[src/rtl/adc_serial_rx.sv]
// Serial ADC capture: frames one conversion per sclk burst, shifts in MSB first,
// and presents the low data bits with a one-cycle valid strobe.
module adc_serial_rx #(
    parameter int FRAME_BITS   = 16,
    parameter int DATA_BITS    = 12,
    parameter int QUIET_CYCLES = 2
) (
    input  logic                 clk_in,
    input  logic                 clk_rst,
    input  logic                 sclk_in,
    input  logic                 enable,
    input  logic                 sdata_in,
    output logic                 cs_n,
    output logic [DATA_BITS-1:0] sample,
    output logic                 sample_valid,
    output logic                 frame_err,
    output logic                 busy
);

    localparam int CNT_MAX = (FRAME_BITS > QUIET_CYCLES) ? FRAME_BITS : QUIET_CYCLES;
    localparam int CW      = $clog2(CNT_MAX + 1);
    localparam logic [CW-1:0] LAST_BIT   = CW'(FRAME_BITS - 1);
    localparam logic [CW-1:0] LAST_QUIET = CW'(QUIET_CYCLES - 1);

    typedef enum logic [1:0] {IDLE, SHIFT, DONE, QUIET} state_t;

    state_t                 state_reg,  state_next;
    logic [CW-1:0]          cnt_reg,    cnt_next;
    logic [FRAME_BITS-1:0]  shreg_reg,  shreg_next;
    logic [DATA_BITS-1:0]   sample_reg, sample_next;
    logic                   cs_n_reg,   cs_n_next;
    logic                   valid_reg,  valid_next;
    logic                   err_reg,    err_next;
    logic                   sclk_d;
    logic                   rise, fall;

    // sclk_in is a register output in this domain, so a single delay stage suffices.
    assign rise = sclk_in & ~sclk_d;
    assign fall = ~sclk_in & sclk_d;

    always_ff @(posedge clk_in or posedge clk_rst) begin
        if (clk_rst) begin
            state_reg  <= IDLE;
            cnt_reg    <= '0;
            shreg_reg  <= '0;
            sample_reg <= '0;
            cs_n_reg   <= 1'b1;
            valid_reg  <= 1'b0;
            err_reg    <= 1'b0;
            sclk_d     <= 1'b0;
        end else begin
            state_reg  <= state_next;
            cnt_reg    <= cnt_next;
            shreg_reg  <= shreg_next;
            sample_reg <= sample_next;
            cs_n_reg   <= cs_n_next;
            valid_reg  <= valid_next;
            err_reg    <= err_next;
            sclk_d     <= sclk_in;
        end
    end

    always_comb begin
        state_next  = state_reg;
        cnt_next    = cnt_reg;
        shreg_next  = shreg_reg;
        sample_next = sample_reg;
        cs_n_next   = cs_n_reg;
        valid_next  = 1'b0;
        err_next    = err_reg;
        case (state_reg)
            IDLE: begin
                if (enable && fall) begin
                    cs_n_next  = 1'b0;
                    cnt_next   = '0;
                    state_next = SHIFT;
                end
            end
            SHIFT: begin
                // enable is deliberately ignored here so a started frame always completes
                if (rise) begin
                    shreg_next = {shreg_reg[FRAME_BITS-2:0], sdata_in};
                    cnt_next   = cnt_reg + 1'b1;
                    if (cnt_reg == LAST_BIT) begin
                        state_next = DONE;
                    end
                end
            end
            DONE: begin
                sample_next = shreg_reg[DATA_BITS-1:0];
                err_next    = |shreg_reg[FRAME_BITS-1:DATA_BITS];
                valid_next  = 1'b1;
                cs_n_next   = 1'b1;
                cnt_next    = '0;
                state_next  = QUIET;
            end
            QUIET: begin
                if (fall) begin
                    cnt_next = cnt_reg + 1'b1;
                    if (cnt_reg == LAST_QUIET) begin
                        if (enable) begin
                            cs_n_next  = 1'b0;
                            cnt_next   = '0;
                            state_next = SHIFT;
                        end else begin
                            state_next = IDLE;
                        end
                    end
                end
            end
            default: state_next = IDLE;
        endcase
    end

    assign cs_n         = cs_n_reg;
    assign sample       = sample_reg;
    assign sample_valid = valid_reg;
    assign frame_err    = err_reg;
    assign busy         = (state_reg != IDLE);

endmodule

[config.mk]
export PLATFORM = sky130hd
export DESIGN_NAME = adc_serial_rx
export DESIGN_NICKNAME = d
export VERILOG_FILES = /design/src/rtl/adc_serial_rx.sv
export SDC_FILE = /design/constraint.sdc
export NUM_CORES = 1
export LEC_CHECK = 0
export ABC_AREA = 1
export BUFFER_PORTS_ARGS = -buffer_cell sky130_fd_sc_hd__buf_2
export CAP_MARGIN = 15
export CORE_MARGIN = 4
export CORE_UTILIZATION = 35
export DETAILED_ROUTE_END_ITERATION = 6
export GPL_ROUTABILITY_DRIVEN = 0
export PLACE_DENSITY_LB_ADDON = 0.3
export SLEW_MARGIN = 20
export SYNTH_ARGS = -nofsm -noshare
export SYNTH_HDL_FRONTEND = slang
export SYNTH_SLANG_ARGS = --single-unit
[constraint.sdc]
create_clock -name clk_in -period 3.45 [get_ports clk_in]
set_input_delay 0.345 -clock clk_in [delete_from_list [all_inputs] [get_ports clk_in]]
set_output_delay 0.345 -clock clk_in [all_outputs]
set_load 0.005 [all_outputs]
; Word level (Yosys, flattened, before mapping)
; Index checks and enable logic that the tools add are counted.
[totals]
register_bits = 39
latchBits = 0
ramBits = 0
romBits = 0
output_inout_bits = 16
word_cells = 52
memories = 0
[classes]
n_addsub = 1
mul = 0
div_mod_pow = 0
order_cmp = 0
n_eq_ne = 11
shift = 0
muxes = 19
bitwise_logic = 4
n_reduce_logical = 9
[op_table]
columns = operator, n
row1 = 2-to-1 mux 5 bit, 5
row2 = one-hot mux 5 bit (4 select lines), 1
row3 = inequality test 2 bit (second input constant), 6
row4 = 2-to-1 mux 2 bit, 5
row5 = AND reduction 5 bit, 2
row6 = one-hot mux 2 bit (4 select lines), 1
row7 = 2-to-1 mux 1 bit, 6
row8 = adder 5 x 1 -> 5 bit (second input constant), 1
row9 = equality test 5 x 1 -> 1 bit (second input constant), 1
row10 = equality test 5 x 4 -> 1 bit (second input constant), 1
row11 = equality test 2 bit (second input constant), 2
row12 = OR reduction 4 bit, 1
row13 = one-hot mux 1 bit (3 select lines), 1
row14 = AND reduction 3 bit, 1
row15 = nonzero test 3 bit, 1
row16 = bitwise AND 1 bit, 2
row17 = equality test 2 x 1 -> 1 bit (second input constant), 1
row18 = zero test 2 bit, 1
row19 = NOT 1 bit, 2
row20 = AND reduction 2 bit, 1
row21 = nonzero test 2 bit, 1
row22 = logical AND 1 bit, 1

; Logic depth before layout (Yosys ltp)
[logic_depth]
depth_word = 5
mapped_depth = 11

; Worst setup path after synthesis
; OpenSTA, ideal clock, no wires.
[synth_timing]
path_type = register to register
startpoint = register state_reg[0]
endpoint = register cnt_reg[2]
setup_ns = 0.113
t_arrival_ns = 1.247
required_ns = 3.337
slack_ns = 2.091
path_stages_with_launch = 10
path_buffers = 0
cell_sequence = dfrtp_1 > inv_1 > ha_1 > or2_4 > nand2_4 > nand2_4 > clkinv_4 > nand2_1 > nand2_1 > inv_1
[synth_via]
elab_chain_len = 3
[synth_lines]
columns = item, line_no
row1 = from (decl), 27  ; state_t state_reg, state_next;
row2 = from (signal assigned), 52  ; state_reg <= state_next;
row3 = equality test 2 bit (tied with other cells), 71  ; case (state_reg)
row4 = inequality test 2 bit (no line), n/a
row5 = AND reduction 3 bit (no line), n/a
row6 = to (signal assigned), 53  ; cnt_reg <= cnt_next;
row7 = to (decl), 28  ; logic [CW-1:0] cnt_reg, cnt_next;
; Several ways; a longest one is shown, not always the timed one.
; A chain may end at the register's enable or synchronous reset.

; Final worst setup path
[layout_timing]
startpoint = register state_reg[1]
endpoint = register shreg_reg[13]
[layout_via]
elab_chain_len = 2
[layout_lines]
columns = item, line_no
row1 = equality test 2 x 1 -> 1 bit, 71
row2 = AND reduction 2 bit (no line), n/a
row3 = to (signal assigned), 54  ; shreg_reg <= shreg_next;
row4 = to (decl), 29  ; logic [FRAME_BITS-1:0] shreg_reg, shreg_next;
; No other way between the ends.

==> summary.md <==
| Metric | Value |
|---|---|
| Initial antenna violation count | `0` |
| Total GRT Usage | `approximately 11%` |
| Hold Buf Count CTS | `0` |
| Syn_nets | `about 200` |
| FF-to-FF path depth | `5` |
| Maxcap violations | `0` |
| P_leak | `0.0009959 uW` |
| Reg2reg setup slack | `1770 ps` |
| Endpoint class of the critical path | `register` |
| Combinational power share | `around 37%` |
| Clock network power share | `18.9%` |
| Post-synth EDFFs | `0` |
| Psw | `roughly 600 uW` |
| GR Overflow Total | `0` |
| Clock Pin Slew Worst Setup and Hold Paths | `about 80 ps` |
| I/O pin total | `21` |
| Arrival @ worst endpoint | `about 1800 ps` |
| WS Path Type | `reg -> reg` |
| Final TNS setup | `0 ps` |
| Die area | `roughly 6000 um2` |
| Number of remaining DRC errors | `0` |
| Layout cell share with drive strength beyond 1 | `between 15 and 20%` |
| Total Wirelength | `about 2.9 mm` |
| Rows | `25` |
| Unrepaired setup endpoints after global routing | `false` |
| Total CTS buffers | `5` |
| Max rail drop VDD | `407.1 uV` |
| Final Hold Fails | `0` |
| Power, Total | `between 1500 and 2000 uW` |
| Routed vias/inst | `about 4.4` |
| HPWL Detailed | `2.047 mm` |
| Ys flop type | `dfrtp_1` |
| Post-synth top cells | `51 x nand2_1, 38 x dfrtp_1, 25 x inv_1` |
| Worst r2r src | `state_reg[1]$_DFFE_PP0P_` |
| Synthesized cell area | `approximately 1700 um2` |
| Post-CTS Setup Inserts | `0` |
| Number of buffers on the longest clock path | `2` |
| Internal | `982.7 uW` |
| Post-synth cell types | `22` |
| CP cell instances | `inv_1, ha_1, nand3_2, nor2_1, a21oi_1` |
| Post-DRT Antenna Nets | `0` |
| Data required, critical path | `about 3600 ps` |
| Synth area leaders | `dfrtp_1 55%, nand2_1 11%, o21ai_1 7.0%` |
| Leading area contributor after synthesis | `dfrtp_1` |
| Final Max Slew Viols | `0` |
| Final setup violation count | `0` |
| Number of global-route vias before repair | `between 1000 and 1500` |
| Switching Fraction | `about two fifths` |
| Root Driver | `clkbuf_8` |
| Worst Max-Slew Pin Slew | `547.0 ps` |
| Post-cts sizing count | `0` |
| Chip width | `78.09 um` |
| Clock Skews | `2.636 ps` |
| Area Overhead vs Synth | `14.63%` |
| Crit-path max FO | `32` |
| Startpoint types | `register` |
| #FFs+latches synth | `39` |
| Share of power burned in registers | `a little over two fifths` |
| FF-to-FF End | `shreg_reg[13]$_DFFE_PP0P_` |
| Sequential share of the synthesized area | `between 50% and 60%` |
| Status | `completed` |
| Part of the cycle the worst path needs | `around 49%` |
| CTS Sinks | `39` |
| Min-Delay Path Class | `in -> async` |
| Final nets | `roughly 230` |
| Core Region | `about 4800 um2` |
| First-pass GRT wire length | `roughly 5.3 mm` |
| Period minus WS final | `1682 ps` |
| Post-Syn Instances | `191` |
| PortBufs | `20` |
| FFs w/ async S/R, synth | `100.0%` |
| Yosys warns | `0` |
| Peak Freq | `slightly below 600 MHz` |
| Htree depth | `2` |
| Routed length per instance | `roughly 10 um` |
| Clock latency on the worst-skew pair | `280 ps` |
| Power Density | `just over 800 nW/um2` |
| Slowest CP cell | `nand3_2` |
| Die Ht | `around 80 um` |
| DR iter-0 viols | `69` |
| Drt pass-1 iters | `4` |
| Most common cell in the netlist | `nand2_1` |
| Max_slew headroom | `a little under two thirds` |
| Max FFs per register | `16` |
| Initial Util | `a little over a third` |
| CP max stage delay | `480 ps` |
| Pin count of the biggest net entering global routing | `40` |
| Syn avg cell area | `approximately 9 um2` |
| Detailed-route via count | `between 1000 and 1500` |
| CTS tree | `built` |
| Post-synth top area share | `55.31%` |
| N_diodes | `0` |
-- power by group through the flow --
stage          Clock (uW)  Sequential (uW)  Combinational (uW)
6_report              300              696                 591
5_1_grt               329              722                 697
4_1_cts               309              699                 605
3_5_place_dp            0              708                 602
3_3_place_gp            0              701                 598
2_1_floorplan           0              703                 436
-- cell families (layout without fill, tap and decap cells) --
group	count (synthesis)	count (layout)	synth area share [%]
xor gates and xnor gates	1	1	0.5096
adders and majority gates	7	7	5.094
and+or+nand+nor	77	77	19.80
buffers and inverters	34	58	8.078
AOI/OAI and AO/OA	33	33	9.680
DFF	39	39	56.84
-- stage by stage --
stage                     utilization (%)  setup slack, ps  cell area (um2)  hold slack [ps]  cells
final                               41.45             1768             1971            152.8    282
after global routing                41.45             1543             1971            222.8    282
after CTS                           41.45             1741             1971            180.2    282
after detailed placement            39.66             1754             1886            454.5    274
after global placement              39.66             1814             1886            451.6    274
after floorplan                         -             2091             1719            376.4    191
-- final cells by class --
type                    count  area, um2
fillers                   514       2784
flip-flops and latches     39      977.2
multi-input cells         118      603.1
inverters                  29      113.9
repair buffers             21      107.6
well taps                  67      83.83
clock buffers               6      72.57
clock inverters             2      12.51
-- layout by cell type (no fill, tap or decap), types with 4 or more instances in the layout --
cell,Yosys,final
o21ai_1,24,24
nor2_1,11,11
nand2_1,51,51
buf_2,5,20
a21oi_1,4,4
ha_1,7,7
clkbuf_8,0,5
dfrtp_1,38,38
inv_1,25,25
nand3_1,6,6
o21ai_0,4,4
-- per-layer routing --
layer,GRT usage [%],vias up,wire [um]
li1,-,637,-
met1,14.17,567,1466
met2,17.21,22,1286
met3,3.096,2,129
met4,3.671,0,22
met5,0,-,0
-- critical path: cells and delay by family (launching register included) --
| family | cells | cell delay [ps] |
|---|---|---|
| compound gates | 1 | 60 |
| flops | 1 | 410 |
| buf+inv | 1 | 100 |
| fa+ha+maj | 1 | 260 |
| simple gates | 2 | 720 |
-- worst max-delay path by stage --
stage,end,from,depth (start not counted)
3_3_place_gp,shreg_reg[0]$_DFFE_PP0P_,state_reg[1]$_DFFE_PP0P_,5
6_report,shreg_reg[13]$_DFFE_PP0P_,state_reg[1]$_DFFE_PP0P_,5
4_1_cts,shreg_reg[13]$_DFFE_PP0P_,state_reg[1]$_DFFE_PP0P_,5
5_1_grt,shreg_reg[0]$_DFFE_PP0P_,state_reg[1]$_DFFE_PP0P_,5
2_1_floorplan,cnt_reg[2]$_DFFE_PP0P_,state_reg[0]$_DFFE_PP0P_,9
3_5_place_dp,shreg_reg[13]$_DFFE_PP0P_,state_reg[1]$_DFFE_PP0P_,5
Power figures use the tool's default switching activity.
